**src/rtl/cn_r_vec_if.sv**
```systemverilog
// Beat-level bus for cn_r_vec: row-state input side and c2v output side, each with valid/ready.
interface cn_r_vec_if #(
  parameter int unsigned MSG_WIDTH   = 6,
  parameter int unsigned COL_CNT_WID = 7,
  parameter int unsigned LANES       = 4
);
  logic                             i_valid;
  logic                             o_ready;
  logic [LANES*(MSG_WIDTH-1)-1:0]   i_min0;
  logic [LANES*(MSG_WIDTH-1)-1:0]   i_min1;
  logic [LANES*COL_CNT_WID-1:0]     i_idx0;
  logic [LANES-1:0]                 i_sign;
  logic [LANES-1:0]                 i_sign_tot;
  logic [COL_CNT_WID-1:0]           i_col_cnt;
  logic                             i_first_iter;
  logic [1:0]                       i_mode;
  logic                             o_valid;
  logic                             i_ready;
  logic [LANES*MSG_WIDTH-1:0]       o_c2v;

  modport master (
    output i_valid, i_min0, i_min1, i_idx0, i_sign, i_sign_tot, i_col_cnt, i_first_iter,
           i_mode, i_ready,
    input  o_ready, o_valid, o_c2v
  );

  modport slave (
    input  i_valid, i_min0, i_min1, i_idx0, i_sign, i_sign_tot, i_col_cnt, i_first_iter,
           i_mode, i_ready,
    output o_ready, o_valid, o_c2v
  );
endinterface

```
**src/rtl/cn_r_vec.sv**
```systemverilog
// Multi-lane 2-stage check-node recover unit: rebuilds c2v messages from min-sum row state.
// Optional clipped-lane counter enabled by defining CN_R_CLIP_CNT_EN.
module cn_r_vec #(
  parameter int unsigned MSG_WIDTH   = 6,
  parameter int unsigned COL_CNT_WID = 7,
  parameter int unsigned LANES       = 4,
  parameter int unsigned OFFSET_BETA = 1
) (
  input  logic        i_clk,
  input  logic        i_rst_n,
`ifdef CN_R_CLIP_CNT_EN
  input  logic        i_cnt_clr,
  output logic [15:0] o_clip_cnt,
`endif
  cn_r_vec_if.slave   bus
);
  localparam int unsigned MW = MSG_WIDTH - 1;
  localparam int unsigned CW = COL_CNT_WID;

  logic en;

  logic                          s1_valid_d, s1_valid_q;
  logic [LANES-1:0][MW-1:0]      s1_mag_d, s1_mag_q;
  logic [LANES-1:0]              s1_rsign_d, s1_rsign_q;
  logic [1:0]                    s1_mode_d, s1_mode_q;
  logic                          s1_first_d, s1_first_q;

  logic                          out_valid_d, out_valid_q;
  logic [LANES*MSG_WIDTH-1:0]    c2v_d, c2v_q;

  logic [LANES-1:0][MW-1:0]      cm;
  logic [LANES-1:0][MSG_WIDTH:0] scaled3;

  assign en          = ~out_valid_q | bus.i_ready;
  assign bus.o_ready = en;
  assign bus.o_valid = out_valid_q;
  assign bus.o_c2v   = c2v_q;

  // Stage 1: pick the excluded-minimum magnitude per lane.
  always_comb begin
    s1_valid_d = s1_valid_q;
    s1_mag_d   = s1_mag_q;
    s1_rsign_d = s1_rsign_q;
    s1_mode_d  = s1_mode_q;
    s1_first_d = s1_first_q;
    if (en) begin
      s1_valid_d = bus.i_valid;
      s1_rsign_d = bus.i_sign ^ bus.i_sign_tot;
      s1_mode_d  = bus.i_mode;
      s1_first_d = bus.i_first_iter;
      for (int k = 0; k < LANES; k++) begin
        s1_mag_d[k] = (bus.i_col_cnt == bus.i_idx0[k*CW +: CW]) ? bus.i_min1[k*MW +: MW]
                                                               : bus.i_min0[k*MW +: MW];
      end
    end
  end

  // Stage 2: min-sum correction and sign application.
  always_comb begin
    out_valid_d = out_valid_q;
    c2v_d       = c2v_q;
    for (int k = 0; k < LANES; k++) begin
      // mag*3 as mag + 2*mag, wide enough that >>2 never truncates
      scaled3[k] = {2'b00, s1_mag_q[k]} + {1'b0, s1_mag_q[k], 1'b0};
      unique case (s1_mode_q)
        2'b00:   cm[k] = scaled3[k][MW+1:2];
        2'b01:   cm[k] = (s1_mag_q[k] > MW'(OFFSET_BETA)) ? s1_mag_q[k] - MW'(OFFSET_BETA)
                                                          : '0;
        2'b10:   cm[k] = s1_mag_q[k];
        default: cm[k] = {1'b0, s1_mag_q[k][MW-1:1]};
      endcase
    end
    if (en) begin
      out_valid_d = s1_valid_q;
      for (int k = 0; k < LANES; k++) begin
        if (s1_first_q) begin
          c2v_d[k*MSG_WIDTH +: MSG_WIDTH] = '0;
        end else if (s1_rsign_q[k]) begin
          c2v_d[k*MSG_WIDTH +: MSG_WIDTH] = MSG_WIDTH'(0) - {1'b0, cm[k]};
        end else begin
          c2v_d[k*MSG_WIDTH +: MSG_WIDTH] = {1'b0, cm[k]};
        end
      end
    end
  end

  always_ff @(posedge i_clk) begin
    if (!i_rst_n) begin
      s1_valid_q  <= 1'b0;
      s1_mag_q    <= '0;
      s1_rsign_q  <= '0;
      s1_mode_q   <= 2'b00;
      s1_first_q  <= 1'b0;
      out_valid_q <= 1'b0;
      c2v_q       <= '0;
    end else begin
      s1_valid_q  <= s1_valid_d;
      s1_mag_q    <= s1_mag_d;
      s1_rsign_q  <= s1_rsign_d;
      s1_mode_q   <= s1_mode_d;
      s1_first_q  <= s1_first_d;
      out_valid_q <= out_valid_d;
      c2v_q       <= c2v_d;
    end
  end

`ifdef CN_R_CLIP_CNT_EN
  logic [15:0] clip_cnt_d, clip_cnt_q;
  logic [15:0] clip_inc;
  logic [16:0] clip_sum;

  // A lane is clipped when offset correction wipes out a nonzero magnitude.
  always_comb begin
    clip_inc = '0;
    for (int k = 0; k < LANES; k++) begin
      if (s1_mode_q == 2'b01 && s1_mag_q[k] != '0 && cm[k] == '0 && !s1_first_q) begin
        clip_inc = clip_inc + 16'd1;
      end
    end
    clip_sum   = {1'b0, clip_cnt_q} + {1'b0, clip_inc};
    clip_cnt_d = clip_cnt_q;
    if (i_cnt_clr) begin
      clip_cnt_d = '0;
    end else if (en && s1_valid_q) begin
      clip_cnt_d = clip_sum[16] ? 16'hFFFF : clip_sum[15:0];
    end
  end

  always_ff @(posedge i_clk) begin
    if (!i_rst_n) begin
      clip_cnt_q <= '0;
    end else begin
      clip_cnt_q <= clip_cnt_d;
    end
  end

  assign o_clip_cnt = clip_cnt_q;
`endif

endmodule

```
**src/flat_wrapper.sv**
```systemverilog
// flat-port wrapper written by rule: the top's interface ports become plain ports
module cn_r_vec_flat 
#(
  parameter int unsigned MSG_WIDTH   = 6,
  parameter int unsigned COL_CNT_WID = 7,
  parameter int unsigned LANES       = 4,
  parameter int unsigned OFFSET_BETA = 1
)
  (i_clk, i_rst_n, bus_i_valid, bus_i_min0, bus_i_min1, bus_i_idx0, bus_i_sign, bus_i_sign_tot, bus_i_col_cnt, bus_i_first_iter, bus_i_mode, bus_i_ready, bus_o_ready, bus_o_valid, bus_o_c2v);
  cn_r_vec_if #(.MSG_WIDTH(MSG_WIDTH), .COL_CNT_WID(COL_CNT_WID), .LANES(LANES)) bus_i ();
  input  logic i_clk;
  input  logic i_rst_n;
  input wire logic [$bits(bus_i.i_valid)-1:0] bus_i_valid;
  input wire logic [$bits(bus_i.i_min0)-1:0] bus_i_min0;
  input wire logic [$bits(bus_i.i_min1)-1:0] bus_i_min1;
  input wire logic [$bits(bus_i.i_idx0)-1:0] bus_i_idx0;
  input wire logic [$bits(bus_i.i_sign)-1:0] bus_i_sign;
  input wire logic [$bits(bus_i.i_sign_tot)-1:0] bus_i_sign_tot;
  input wire logic [$bits(bus_i.i_col_cnt)-1:0] bus_i_col_cnt;
  input wire logic [$bits(bus_i.i_first_iter)-1:0] bus_i_first_iter;
  input wire logic [$bits(bus_i.i_mode)-1:0] bus_i_mode;
  input wire logic [$bits(bus_i.i_ready)-1:0] bus_i_ready;
  output wire logic [$bits(bus_i.o_ready)-1:0] bus_o_ready;
  output wire logic [$bits(bus_i.o_valid)-1:0] bus_o_valid;
  output wire logic [$bits(bus_i.o_c2v)-1:0] bus_o_c2v;
  assign bus_i.i_valid = bus_i_valid;
  assign bus_i.i_min0 = bus_i_min0;
  assign bus_i.i_min1 = bus_i_min1;
  assign bus_i.i_idx0 = bus_i_idx0;
  assign bus_i.i_sign = bus_i_sign;
  assign bus_i.i_sign_tot = bus_i_sign_tot;
  assign bus_i.i_col_cnt = bus_i_col_cnt;
  assign bus_i.i_first_iter = bus_i_first_iter;
  assign bus_i.i_mode = bus_i_mode;
  assign bus_i.i_ready = bus_i_ready;
  assign bus_o_ready = bus_i.o_ready;
  assign bus_o_valid = bus_i.o_valid;
  assign bus_o_c2v = bus_i.o_c2v;
  cn_r_vec #(.MSG_WIDTH(MSG_WIDTH), .COL_CNT_WID(COL_CNT_WID), .LANES(LANES), .OFFSET_BETA(OFFSET_BETA)) u_core (.i_clk(i_clk), .i_rst_n(i_rst_n), .bus(bus_i));
endmodule
```
**config.mk**
```make
export PLATFORM = sky130hd
export DESIGN_NAME = cn_r_vec_flat
export DESIGN_NICKNAME = d
export VERILOG_FILES = /design/src/rtl/cn_r_vec_if.sv /design/src/rtl/cn_r_vec.sv /design/src/flat_wrapper.sv
export SDC_FILE = /design/constraint.sdc
export NUM_CORES = 1
export LEC_CHECK = 0
export CORE_MARGIN = 10
export CORE_UTILIZATION = 40
export DETAILED_ROUTE_END_ITERATION = 7
export GPL_TIMING_DRIVEN = 0
export PLACE_DENSITY = 0.71
export RECOVER_POWER = 50
export SLEW_MARGIN = 30
export SYNTH_ARGS = -nofsm -noshare
export SYNTH_HDL_FRONTEND = slang
export SYNTH_SLANG_ARGS = --single-unit
```
**constraint.sdc**
```tcl
create_clock -name i_clk -period 3.15 [get_ports i_clk]
set_input_delay 0.63 -clock i_clk [delete_from_list [all_inputs] [get_ports i_clk]]
set_output_delay 0.63 -clock i_clk [all_outputs]
set_load 0.01 [all_outputs]
```
# ---- After elaboration in Yosys (flattened, before gate mapping)
# Index checks and enable logic that the tools add are counted.
dict set report word_totals {
  ff_bits 53
  out_inout_bits 26
  elab_cells 56
}
dict set report op_classes {
  n_addsub 12
  magnitude_cmp 4
  eq_ne 6
  n_mux 20
  bitwise 3
  n_reduce_logical 1
}
# operator n
set ops {}
lappend ops {{one-hot mux 5 bit (3 select lines)} 4}
lappend ops {{two-way mux 6 bit} 8}
lappend ops {{two-way mux 5 bit} 8}
lappend ops {{adder 5 x 6 -> 7 bit} 4}
lappend ops {{equality test 7 bit} 4}
lappend ops {{subtractor 1 x 5 -> 6 bit (first input constant)} 4}
lappend ops {{> comparator 5 x 1 -> 1 bit (second input constant)} 4}
lappend ops {{subtractor 5 x 1 -> 5 bit (second input constant)} 4}
lappend ops {{bitwise XOR 4 bit} 1}
lappend ops {{equality test 2 x 1 -> 1 bit (second input constant)} 1}
lappend ops {{equality test 2 bit (second input constant)} 1}
lappend ops {{logical NOT 2 bit} 1}
lappend ops {{NOT 1 bit} 1}
lappend ops {{bitwise OR 1 bit} 1}

# ---- Depth between registers and ports, before layout
# Gate-level depths: netlist of the first run.
dict set report depth {
  depth_word 6
  depth_mapped 12
  ltp_nobuf 12
}

# ---- Least setup slack after synthesis of the first run
# No wires, ideal clock.
dict set report synth_path {
  path_type {register to register}
  start {reg u_core.s1_mag_q[0] (netlist bit)}
  end {reg u_core.c2v_q[4] (netlist: u_core.bus.o_c2v[4])}
  setup_ns 0.117
  arrival_time_ns 2.480
  required_ns 3.033
  slack_ns 0.553
  stages_incl_launch_ff 12
  path_buffers 0
  cell_sequence {dfxtp_1 -> ha_1 -> inv_1 -> fa_1 -> xor2_1 -> o21ai_0 -> a221oi_1 -> ha_1 -> inv_1 -> o41ai_1 -> xor2_1 -> a22o_1}
}
dict set report synth_between {
  elab_chain_cells 6
  elab_cells_between_ends 8
  cone_classes {add/sub: 3; order compare: 1; mux: 4}
}
# item line_no
set synth_lines {}
lappend synth_lines {{start: declaration} cn_r_vec.sv:23} ;# logic [LANES-1:0][MW-1:0] s1_mag_d, s1_mag_q;
lappend synth_lines {{start signal: assignment} cn_r_vec.sv:98} ;# s1_mag_q <= s1_mag_d;
lappend synth_lines {{subtractor 5 x 1 -> 5 bit / > comparator 5 x 1 -> 1 bit (equally long branches)} cn_r_vec.sv:67} ;# 2'b01: cm[k] = (s1_mag_q[k] > MW'(OFFSET_BETA)) ? s1_mag_q[k] - MW'(OFFSET_BETA)
lappend synth_lines {{two-way mux 5 bit} cn_r_vec.sv:67}
lappend synth_lines {{one-hot mux 5 bit (3 select lines) (*)} cn_r_vec.sv:65} ;# unique case (s1_mode_q)
lappend synth_lines {{subtractor 1 x 5 -> 6 bit} cn_r_vec.sv:79} ;# c2v_d[k*MSG_WIDTH +: MSG_WIDTH] = MSG_WIDTH'(0) - {1'b0, cm[k]};
lappend synth_lines {{two-way mux 6 bit (*)} cn_r_vec.sv:78} ;# end else if (s1_rsign_q[k]) begin
lappend synth_lines {{two-way mux 6 bit (*)} cn_r_vec.sv:76} ;# if (s1_first_q) begin
lappend synth_lines {{end signal: assignment} cn_r_vec.sv:103} ;# c2v_q <= c2v_d;
lappend synth_lines {{end: declaration} cn_r_vec.sv:29} ;# logic [LANES*MSG_WIDTH-1:0] c2v_d, c2v_q;
# Every way passes the cells marked *; elsewhere a longest branch is shown, timed or not.
# A chain may end at the register's enable or synchronous reset.

# ---- Final worst setup path of the first run
dict set report layout_path {
  start {in bus_i_ready}
  end {out bus_o_ready}
}
dict set report layout_between {
  elab_chain_cells 1
}
# item line_no
set layout_lines {}
lappend layout_lines {{start: declaration} flat_wrapper.sv:22} ;# input wire logic [$bits(bus_i.i_ready)-1:0] bus_i_ready;
lappend layout_lines {{bitwise OR 1 bit} cn_r_vec.sv:34} ;# assign en = ~out_valid_q | bus.i_ready;
lappend layout_lines {{end: declaration} flat_wrapper.sv:23} ;# output wire logic [$bits(bus_i.o_ready)-1:0] bus_o_ready;
# No other way between the ends.

==> results.md, run 1 <==
- The run finished with clean final reports.
- The class of the worst hold path is reg2reg.
- The post-synthesis register bit count is 53.
- The worst endpoint data arrival time is 2430 ps.
- The maximum level of the CTS H-tree is 2.
- 116 I/O pins were placed.
- Summed over all instances, the cell type with the most area after synthesis is sky130_fd_sc_hd__dfxtp_1.
- The clock tree from TritonCTS is built.
- The synthesized area per cell is 8.30 sq um.
- The starting density of the core is 40.7%.
- From left edge to right edge, the die measures 128 um.
- Entering global routing, the biggest net connects 17 pins.
- The type of element launching the critical path is an input port.
- Along the worst path, the maximum fanout reaches 12.
- Setup violations remaining at the end of the flow were counted as 0.
- In this run the power density over the cells is 353 mW/mm^2.
- During synthesis, Yosys emitted a total of 0 warnings.
- The critical path in this run is classified as in2out.
- For this design, the CTS-stage hold fixing added 0 buffers.
- The remaining global-route overflow is 0.
- The worst clock skew is 6.50 ps.
- Summing every instance area after synthesis gives 0.00465 sq mm.
- The end of the worst register-to-register path is u_core.bus.o_c2v[4].
- The detailed placer's ending HPWL is 11.5 mm.
- In the post-synthesis netlist, the biggest area contributors are sky130_fd_sc_hd__dfxtp_1 (23%), sky130_fd_sc_hd__ha_1 (15%), sky130_fd_sc_hd__xnor2_1 (6.0%).
- The clock tree root driver cell is sky130_fd_sc_hd__clkbuf_16.
- The maximum VDD drop is 207 uV.
- Synthesis handed over a netlist of 560 instances.
- The reg2reg setup slack is 110 ps.
- After layout, the minimum clock period comes to 3060 ps.
- The residual antenna-violating net count after detailed routing is 0.
- After layout, the worst path uses 97.2% of the clock period.
- The first TritonRoute pass finished after 5 iterations.
- The number of max-slew violations in the final report came to 0.
- The leakage power figure is 2.45 nW.
- The post-placement setup slack is -464 ps.
- The worst-case headroom to the max-slew limit is 49.9%.
- The worst setup margin is 89.2 ps.
- Yosys mapped a number of flops with a built-in enable equal to 0.
- The layout cell share with drive strength beyond 1 is 6.17%.
- Setup repair after global routing could not meet its margin everywhere.
- The final hold violation count is 0.
- In the routed design, unresolved DRC markers number 0.
- Derived from the worst setup path, the maximum achievable clock frequency is 0.327 GHz.
- The die covers 0.0163 sq mm.
- At the end of routability-driven placement, the weighted congestion stood at 0.901.
- For this design, the sink count on the clock tree is 53.
- The startpoint identified for the worst register-to-register timing path is u_core.s1_mag_q[0].
- The final-layout fill cell count is 1090.
- The routed layout has 4405 vias.
- The via count of the first global-routing pass is 4645.
- Counting instances in the post-synthesis netlist gives the leading cell types as sky130_fd_sc_hd__nor2_1 (63), sky130_fd_sc_hd__ha_1 (57), sky130_fd_sc_hd__dfxtp_1 (53), sky130_fd_sc_hd__nand2_1 (42), sky130_fd_sc_hd__inv_1 (36).
- In this run the core area contains 39 standard-cell rows.
- STA puts the critical path data required time at 2520 ps.
- The first global-routing pass estimated 22.6 mm of wire.
- The post-layout net count is 831.
- The synthesis-to-finish area growth is 31.7%.
- The net count after synthesis is 711.
- The clock input transition at the sequential cells of the worst setup and hold paths is 70 ps.
- Among all cell types in the netlist, the one instantiated most often is sky130_fd_sc_hd__nor2_1.
- The worst hold path cell count is 2.
- The average wire per cell in the routed design is 16.7 um.
- The startpoint of the most critical hold path is u_core.bus.o_c2v[11].
- The number of post-CTS setup repair buffers is 0.
- In this run, distinct cell masters in the synthesized netlist total 61.
- Measured in cells, the most critical reg-to-reg path has a length of 10.
- For the pin with the worst max-slew slack, the measured transition is 747 ps.
- The overall fraction of global-route tracks in use is 16.6%.
- At the later pin of the worst-skew pair, clock insertion delay measures 290 ps.
- The number of gates resized after cts is 2.
- The average via count per standard cell is 5.35.
- The number of input and output port buffers inserted is 114.
- The maximum clock insertion buffer count is 2.
- For the final routed database, the setup TNS stands at 0 ps.
- The area fraction of the dominant cell type after synthesis is 22.8%.
- The final routed wirelength across all metal layers is 13.8 mm.
- Counting the buffers created by CTS gives 5.
- The number of antenna repair diodes is 0.
- The most used flip-flop cell after synthesis is sky130_fd_sc_hd__dfxtp_1.
- The core region is 0.0114 sq mm.
- The initial antenna violation count is 0.
- The register area share after synthesis is 22.8%.
- The async set-or-reset flop fraction in the synthesized netlist is 0%.
- After the first detailed-routing iteration, the DRC count stood at 336.
- The y dimension of the die is 128 um.
- The worst setup path is captured at a primary output.
- The path with the worst hold slack has its endpoint at u_core.bus.o_c2v[11].
- The number of max-cap violations is 0.
[power by group]
group / switching [mW] / total (mW) / leakage, nW / internal (mW)
Sequential: 0.0625 / 0.795 / 0.439 / 0.733
Clock: 0.250 / 0.546 / 0.0631 / 0.295
Combinational: 0.413 / 0.818 / 1.95 / 0.405
[per-layer routing]
metal | track usage, % | part of all wire, % | vias to the layer above
met5 | 0 | 0 | -
met4 | 4.70 | 2.1 | 0
met3 | 2.73 | 3.6 | 22
met2 | 30.8 | 52 | 90
met1 | 19.0 | 42 | 2078
li1 | - | - | 2215
[registers in the layout (all words and copies together), names as in the netlist]
register and cells:
u_core.bus.o_c2v 24, u_core.bus.o_valid 1, u_core.s1_first_q 1, u_core.s1_mag_q 20, u_core.s1_mode_q 2, u_core.s1_rsign_q 4
u_core.s1_valid_q 1
[worst max-delay path, stage by stage]
cell and delay, ps:
sky130_fd_sc_hd__clkdlybuf4s50_1 460, sky130_fd_sc_hd__nor2b_1 40, sky130_fd_sc_hd__clkbuf_2 170, sky130_fd_sc_hd__inv_2 210, sky130_fd_sc_hd__clkbuf_2 300, sky130_fd_sc_hd__clkdlybuf4s50_1 600
[kinds of logic after synthesis]
logic type / Yosys count / share of synthesized area [%]
DFF: 53 / 22.8
and+or+nand+nor: 157 / 16.4
AOI/OAI and AO/OA: 150 / 23.0
xor gates and xnor gates: 58 / 10.9
buffers and inverters: 61 / 5.47
adders and majority gates: 61 / 17.1
muxes: 20 / 4.31
[worst max-delay path by stage]
stage | startpoint | endpoint | depth (start not counted)
after floorplan | u_core.s1_mag_q[0] | u_core.bus.o_c2v[4] | 11
after global placement | bus_i_ready | bus_o_ready | 7
after detailed placement | bus_i_ready | bus_o_ready | 7
after CTS | bus_i_ready | bus_o_ready | 6
after global routing | u_core.s1_mag_q[1] | u_core.bus.o_c2v[4] | 10
final | bus_i_ready | bus_o_ready | 6
[cell type report]
| cell class | instances | area (sq um) | area share, % |
|---|---|---|---|
| Buffer | 23 | 114 | 1.86 |
| Clock inverter | 2 | 15.0 | 0.245 |
| Timing Repair Buffer | 114 | 1140 | 18.6 |
| Multi-Input combinational cell | 446 | 3340 | 54.6 |
| Sequential cell | 53 | 1060 | 17.3 |
| Inverter | 37 | 139 | 2.27 |
| Tap cell | 143 | 179 | 2.92 |
| Clock buffer | 6 | 129 | 2.11 |
[placed cells by master (no fill, tap or decap), types with 4 or more instances in the layout]
master	n
sky130_fd_sc_hd__a211oi_1	26
sky130_fd_sc_hd__a21o_1	7
sky130_fd_sc_hd__a21oi_1	28
sky130_fd_sc_hd__a22o_1	6
sky130_fd_sc_hd__a22oi_1	7
sky130_fd_sc_hd__a31oi_1	6
sky130_fd_sc_hd__buf_2	5
sky130_fd_sc_hd__clkbuf_1	13
sky130_fd_sc_hd__clkbuf_16	5
sky130_fd_sc_hd__clkdlybuf4s50_1	88
sky130_fd_sc_hd__dfxtp_1	53
sky130_fd_sc_hd__dlygate4sd3_1	26
sky130_fd_sc_hd__fa_1	4
sky130_fd_sc_hd__ha_1	57
sky130_fd_sc_hd__inv_1	35
sky130_fd_sc_hd__mux2i_1	20
sky130_fd_sc_hd__nand2_1	42
sky130_fd_sc_hd__nand2b_1	9
sky130_fd_sc_hd__nand3_1	6
sky130_fd_sc_hd__nand4_1	7
sky130_fd_sc_hd__nor2_1	63
sky130_fd_sc_hd__nor3_1	8
sky130_fd_sc_hd__o21ai_0	26
sky130_fd_sc_hd__o221a_2	5
sky130_fd_sc_hd__o22ai_1	5
sky130_fd_sc_hd__or3_1	4
sky130_fd_sc_hd__xnor2_1	32
sky130_fd_sc_hd__xor2_1	26
[stage by stage]
step	total power, mW	cells	area [sq um]	hold WS [ps]	util [%]
6_report	2.16	824	6120	454	53.6
4_1_cts	2.18	824	6110	461	53.5
5_1_grt	2.29	824	6120	484	53.6
3_3_place_gp	1.61	817	5970	442	52.3
2_1_floorplan	1.30	560	4650	432	-
3_5_place_dp	1.64	817	5970	450	52.3
Power figures use the tool's default switching activity.
==> run 2, diff against run 1 <==
--- a/config.mk
+++ b/config.mk
@@ -5,11 +5,13 @@
 export SDC_FILE = /design/constraint.sdc
 export NUM_CORES = 1
 export LEC_CHECK = 0
+export CELL_PAD_IN_SITES_DETAIL_PLACEMENT = 0
+export CELL_PAD_IN_SITES_GLOBAL_PLACEMENT = 1
 export CORE_MARGIN = 10
-export CORE_UTILIZATION = 40
+export CORE_UTILIZATION = 37
 export DETAILED_ROUTE_END_ITERATION = 7
 export GPL_TIMING_DRIVEN = 0
-export PLACE_DENSITY = 0.71
+export PLACE_DENSITY = 0.86
 export RECOVER_POWER = 50
 export SLEW_MARGIN = 30
 export SYNTH_ARGS = -nofsm -noshare
==> results.md, run 2 (synthesized netlist as in run 1, its figures left out) <==
- The library cells used most frequently in the layout, excluding fill and tap cells, are sky130_fd_sc_hd__clkdlybuf4s50_1 (87), sky130_fd_sc_hd__nor2_1 (63), sky130_fd_sc_hd__ha_1 (57), sky130_fd_sc_hd__dfxtp_1 (53), sky130_fd_sc_hd__nand2_1 (42).
- The detailed-routing iteration count for the pre-antenna-repair pass is 4 (-1).
- The leakage power figure is 2.47 nW (+0.84%).
- The maximum level of the CTS H-tree is 2 (unchanged).
- The number of top-level pins is 116 (unchanged).
- The flow ran to the end, and the final reports show no timing, DRC or antenna violations.
- The maximum VDD drop was 201 uV (-2.6%).
- The via count of the first global-routing pass came to 4512 (-2.9%).
- The average via count per standard cell came to 5.10 (-4.7%).
- The flip-flop count of the largest register after layout is 24 (unchanged).
- The part of the total power dissipated in sequential elements came to 36.6% (-0.2 points).
- The number of max-cap violations is 0 (unchanged).
- The clock input transition at the sequential cells of the worst setup and hold paths came to 70 ps (about the same).
- The startpoint of the most critical hold path is u_core.bus.o_c2v[11].
- From synthesis to final layout, the design area changed by 32.8%.
- The end of the worst register-to-register path is u_core.bus.o_c2v[7].
- The number of rows created at floorplan is 40 (+2.6%).
- The worst-case headroom to the max-slew limit was 17.1% (-33 points).
- The share of power burned in the clock network is 25.4% (about the same).
- The final instance count without filler cells is 855 (+3.8%).
- The power density normalized to cell area was 352 mW/mm^2 (-0.33%).
- The maximum clock insertion buffer count is 2 (unchanged).
- The final setup violation count is 0 (unchanged).
- The number of max-slew violations in the final report came to 0 (unchanged).
- The maximum clock frequency is 0.332 GHz (+1.6%).
- The via count is 4357 (-1.1%).
- The worst endpoint data arrival time came to 2380 ps (-50 ps).
- The worst hold path cell count is 2 (unchanged).
- The y dimension of the die was 132 um (+3.4%).
- The number of clock sinks came to 53 (unchanged).
- The residual DRC count is 0 (unchanged).
- The detailed placer's ending HPWL came to 11.7 mm (+1.8%).
- The worst setup margin came to 138 ps (+49.2 ps).
- The pin count of the biggest net entering global routing is 17 (unchanged).
- The starting density of the core was 38.2% (-2.5 points).
- The number of input and output port buffers inserted is 114 (unchanged).
- The area of the core region is 0.0122 sq mm (+6.5%).
- The initial antenna violation count was 0 (unchanged).
- The final hold violation count is 0 (unchanged).
- In this run the critical register-to-register path is launched from u_core.s1_mag_q[7].
- The endpoint kind of the worst setup timing path is a primary output.
- The starting DRC count in detailed routing is 225 (-33%).
- The reg2reg setup slack was 240 ps (+130 ps).
- The number of antenna repair diodes is 0 (unchanged).
- The internal power contribution was 1.44 mW (+0.53%).
- The layout cell share with drive strength beyond 1 is 6.70% (+0.53 points).
- The residual antenna-violating net count after detailed routing is 0 (unchanged).
- The wire length of the first global-routing pass is 22.8 mm (+0.95%).
- The final critical path time including I/O delays and setup is 3010 ps (-49.2 ps).
- The post-placement cell count is 842 (+3.1%).
- The horizontal die dimension is 132 um (+3.4%).
- CTS placed an instance of sky130_fd_sc_hd__clkbuf_16 at the clock tree root.
- The remaining global-route overflow came to 0 (unchanged).
- The switching component of the power is 0.729 mW (+0.41%).
- The worst hold path belongs to the class reg2reg.
- The post-layout net count was 837 (+0.72%).
- The average wire per cell in the routed design is 16.1 um (-3.6%).
- The largest fanout on the critical path is 10 (-2).
- The path with the worst hold slack has its endpoint at u_core.bus.o_c2v[11].
- The clock network latency to the later pin of the worst-skew pair is 290 ps (about the same).
- The total die area was 0.0174 sq mm (+6.8%).
- The final routed wirelength across all metal layers is 13.8 mm (about the same).
- The overall fraction of global-route tracks in use is 15.4% (-1.2 points).
- Setup repair after global routing left no endpoint under its margin.
- The slew at the pin closest to its max-slew limit was 1230 ps (+486 ps).
- TritonCTS built the clock tree.
- The critical path in this run is classified as in2out.
- The worst clock skew came to 5.85 ps (-0.653 ps).
- The most frequent standard cell in the layout excluding fill and tap cells is sky130_fd_sc_hd__clkdlybuf4s50_1.
- The required arrival time at the worst endpoint is 2520 ps (about the same).
- The final period utilization is 95.6% (-1.6 points).
- The part of the total power dissipated in combinational logic is 38.0% (about the same).
- The number of cells on the worst reg-to-reg path came to 11 (+1).
- The post-placement setup slack came to -400 ps (+63.5 ps).
- The number of buffers created by CTS is 5 (unchanged).
- The type of element launching the critical path is an input port.
- The final-layout fill cell count is 1165 (+6.9%).
- The final weighted congestion in routability-driven placement is 0.898 (-0.36%).
- The proportion of total power due to net switching is 33.6% (about the same).
-- run 2: changes by cell type in the layout (fill, tap and decap cells not counted) --
cell and delta:
sky130_fd_sc_hd__inv_2 -1, sky130_fd_sc_hd__nor4_4 -2, sky130_fd_sc_hd__buf_4 +6, sky130_fd_sc_hd__clkinvlp_4 +1, sky130_fd_sc_hd__nor4_1 +2, sky130_fd_sc_hd__dlygate4sd3_1 +1, sky130_fd_sc_hd__clkdlybuf4s50_1 -1
-- run 2: worst max-delay path by stage --
stage | endpoint | from | slack (ps) | cells past startpoint
after global placement | bus_o_ready | bus_i_ready | -370 | 7
final | bus_o_ready | bus_i_ready | 140 | 6
after CTS | bus_o_ready | bus_i_ready | 10 | 6
after detailed placement | bus_o_ready | bus_i_ready | -400 | 7
after floorplan | u_core.bus.o_c2v[4] | u_core.s1_mag_q[0] | 550 | 11
after global routing | bus_o_ready | bus_i_ready | 10 | 6
-- run 2: metrics by stage --
step | TNS, ps | cell area [sq um] | utilization [%] | hold WS (ps) | total power [mW]
after floorplan | 0 | 4650 | - | 432 | 1.30
after global placement | -369 | 6000 | 49.3 | 437 | 1.62
after detailed placement | -400 | 6000 | 49.4 | 434 | 1.65
after CTS | 0 | 6150 | 50.6 | 445 | 2.20
after global routing | 0 | 6170 | 50.7 | 481 | 2.32
final | 0 | 6170 | 50.7 | 440 | 2.17
-- run 2: metal layers --
layer	wire length, um	track usage [%]	up-vias
met3	1200	5.26	10
met2	6280	25.6	142
li1	-	-	2227
met4	110	2.29	0
met1	6220	19.2	1978
met5	0	0	-
-- run 2: area by class of cell --
type                            count  area, sq um  area share (%)
Inverter                           37          143            2.31
Sequential cell                    53         1060            17.2
Buffer                             23          114            1.85
Clock inverter                      2         15.0           0.243
Timing Repair Buffer              120         1190            19.2
Clock buffer                        6          129            2.09
Tap cell                          168          210            3.41
Multi-Input combinational cell    446         3310            53.7
-- run 2: worst max-delay path, cell delays in order --
cell	delay, ps
sky130_fd_sc_hd__clkdlybuf4s50_1	410
sky130_fd_sc_hd__nor2b_1	120
sky130_fd_sc_hd__clkbuf_2	240
sky130_fd_sc_hd__clkinvlp_4	210
sky130_fd_sc_hd__clkbuf_2	240
sky130_fd_sc_hd__clkdlybuf4s50_1	530
-- run 2: power by group through the flow --
stage               sequential [mW]  clock [mW]  combinational, mW
detailed placement            0.811           0              0.836
finish                        0.794       0.552              0.824
global placement              0.809           0              0.813
floorplan                     0.811           0              0.494
CTS                           0.796       0.566              0.839
global route                  0.804       0.586              0.925
-- run 2: repair_timing --
| item | in CTS | in global routing |
|---|---|---|
| setup buffers | 0 | 6 |
| gates resized for setup | 3 | 1 |
| hold endpoints to repair | 0 | 0 |
| pin swaps | 0 | 1 |
| setup endpoints to repair | 1 | 2 |
| hold buffers | 0 | 0 |
==> run 3, diff against run 2 <==
--- a/config.mk
+++ b/config.mk
@@ -10,7 +10,7 @@
 export CORE_MARGIN = 10
 export CORE_UTILIZATION = 37
 export DETAILED_ROUTE_END_ITERATION = 7
-export GPL_TIMING_DRIVEN = 0
+export GPL_TIMING_DRIVEN = 1
 export PLACE_DENSITY = 0.86
 export RECOVER_POWER = 50
 export SLEW_MARGIN = 30
==> results.md, run 3 (synthesized netlist as in run 1, its figures left out) <==
- The flow ran to the end, but the final reports show violations.
- The checks that failed: capacitance limit, slew limit.
- The horizontal die dimension is 132 um (unchanged).
- The via count is 4284 (-1.7%).
- The y dimension of the die is 132 um (unchanged).
- The total of hold buffers inserted after clock tree synthesis came to 0 (unchanged).
- The post-layout net count is 822 (-1.8%).
- The residual antenna-violating net count after detailed routing is 0 (unchanged).
- Relative to the synthesized area, the layout overhead comes to 32.0%.
- The number of top-level pins is 116 (unchanged).
- The final critical path time including I/O delays and setup is 2870 ps (-139 ps).
- The starting DRC count in detailed routing is 206 (-8.4%).
- The worst setup path is launched from a flop.
- The final period utilization is 91.2% (-4.4 points).
- The worst hold slack is 442 ps (+2.75 ps).
- The number of rows created at floorplan is 40 (unchanged).
- The final-layout fill cell count is 1200 (+3.0%).
- The final design utilization is 50.4% (-0.32 points).
- The final hold violation count came to 0 (unchanged).
- The final setup violation count is 0 (unchanged).
- The number of max-slew violations in the final report is 37 (+37).
- The total die area is 0.0174 sq mm (unchanged).
- The power density normalized to cell area is 353 mW/mm^2 (+0.35%).
- The class of the worst hold path is reg2reg.
- The slew at the pin closest to its max-slew limit is 1680 ps (+443 ps).
- The flip-flop count of the largest register after layout is 24 (unchanged).
- The setup total negative slack is 0 ps (unchanged).
- The number of antenna repair diodes came to 0 (unchanged).
- The final weighted congestion in routability-driven placement is 0.888 (-1.1%).
- For this design, the slowest cell found on the critical path is sky130_fd_sc_hd__dfxtp_1.
- The detailed-routing iteration count for the pre-antenna-repair pass is 5 (+1).
- The overall fraction of global-route tracks in use is 14.7% (-0.76 points).
- The most frequent standard cell in the layout excluding fill and tap cells is sky130_fd_sc_hd__clkdlybuf4s50_1.
- The worst-case headroom to the max-slew limit came to -11.7% (-29 points).
- The top cell types in the final layout, fill and taps aside, are sky130_fd_sc_hd__clkdlybuf4s50_1 (89), sky130_fd_sc_hd__nor2_1 (62), sky130_fd_sc_hd__ha_1 (57), sky130_fd_sc_hd__dfxtp_1 (53), sky130_fd_sc_hd__nand2_1 (42).
- The wire length of the first global-routing pass is 21.8 mm (-4.4%).
- The post-placement cell count is 832 (-1.2%).
- The overall power is 2.16 mW (-0.28%).
- The clock network latency to the later pin of the worst-skew pair is 290 ps (about the same).
- The required arrival time at the worst endpoint is 3340 ps (+820 ps).
- The layout cell share with drive strength beyond 1 is 6.25% (-0.45 points).
- The remaining global-route overflow is 0 (unchanged).
- The maximum level of the CTS H-tree is 2 (unchanged).
- The number of max-cap violations was 1 (+1).
- The clock tree root driver cell is sky130_fd_sc_hd__clkbuf_16.
- The residual DRC count is 0 (unchanged).
- The post-placement setup slack is 267 ps (+667 ps).
- The maximum clock frequency is 0.348 GHz (+4.8%).
- The number of gates resized after cts is 0 (-3).
- The leakage power figure was 2.45 nW (-1.1%).
- The worst endpoint data arrival time is 3060 ps (+680 ps).
- Setup repair after global routing left no endpoint under its margin.
- The maximum clock insertion buffer count is 2 (unchanged).
- The initial antenna violation count is 0 (unchanged).
- The class of the most critical setup path is reg2reg.
- The final routed wirelength across all metal layers is 13.2 mm (-4.4%).
- The worst setup margin is 277 ps (+139 ps).
- The longest individual stage delay on the worst path was 470 ps (-60 ps).
- The average via count per standard cell is 5.10 (about the same).
- The pin count of the biggest net entering global routing came to 46 (+29).
- The cell area reported after detailed placement is 0.00600 sq mm (-0.13%).
- The number of buffers created by CTS came to 5 (unchanged).
- The final instance count without filler cells is 840 (-1.8%).
- TritonCTS built the clock tree.
- The number of clock sinks is 53 (unchanged).
- The largest fanout on the critical path is 7 (-3).
- The number of post-CTS setup repair buffers was 0 (unchanged).
- The average wire per cell in the routed design is 15.7 um (-2.7%).
- The starting density of the core is 38.2% (unchanged).
- The post-route standard cell area excluding fillers is 0.00613 sq mm (-0.63%).
- The number of input and output port buffers inserted was 115 (+0.88%).
- The endpoint kind of the worst setup timing path is a flop.
- The maximum VDD drop is 174 uV (-14%).
- The area of the core region is 0.0122 sq mm (unchanged).
- The worst clock skew came to 4.49 ps (-1.36 ps).
- The critical path goes through ha_1, inv_1, fa_1, xor2_1, o21ai_0, a221oi_1, ha_1, inv_1, o41ai_1, xor2_1, a22o_1.
- The via count of the first global-routing pass is 4273 (-5.3%).
- The clock input transition at the sequential cells of the worst setup and hold paths is 70 ps (about the same).
- The detailed placer's ending HPWL was 11.0 mm (-5.5%).
## run 3: area by class of cell
type                       count  area (sq um)  area share, %
clock inverter                 2          15.0          0.245
tap                          168           210           3.43
inverter                      37           139           2.26
sequential                    53          1060           17.3
timing repair buffer         128          1240           20.2
multi-input combinational    446          3340           54.4
clock buffer                   6           129           2.10
## run 3: worst paths after layout
kind	from	endpoint	slack, ps	depth (start not counted)
max	u_core.s1_mag_q[0]	u_core.bus.o_c2v[4]	280	11
min	u_core.bus.o_c2v[11]	u_core.bus.o_c2v[11]	440	2
max reg2reg	u_core.s1_mag_q[0]	u_core.bus.o_c2v[4]	280	11
min reg2reg	u_core.bus.o_c2v[11]	u_core.bus.o_c2v[11]	440	2
## run 3: critical path: cells and delay by family, from the launching register on
| family | cells | cell delay [ps] |
|---|---|---|
| DFF | 1 | 470 |
| buffers and inverters | 2 | 110 |
| xor gates and xnor gates | 2 | 260 |
| adders and majority gates | 3 | 820 |
| AOI/OAI and AO/OA | 4 | 1120 |
## run 3: per-layer routing
metal | vias to the layer above | GRT usage [%] | wire length, um
met5 | - | 0 | 0
met4 | 0 | 2.60 | 38
met3 | 4 | 5.07 | 1120
met2 | 144 | 22.7 | 5760
met1 | 1948 | 19.4 | 6270
li1 | 2188 | - | -
## run 3: power by group
part	leakage (nW)	total, mW	internal [mW]	switching, mW
combinational	1.94	0.819	0.410	0.410
sequential	0.439	0.793	0.733	0.0601
clock	0.0631	0.552	0.296	0.256
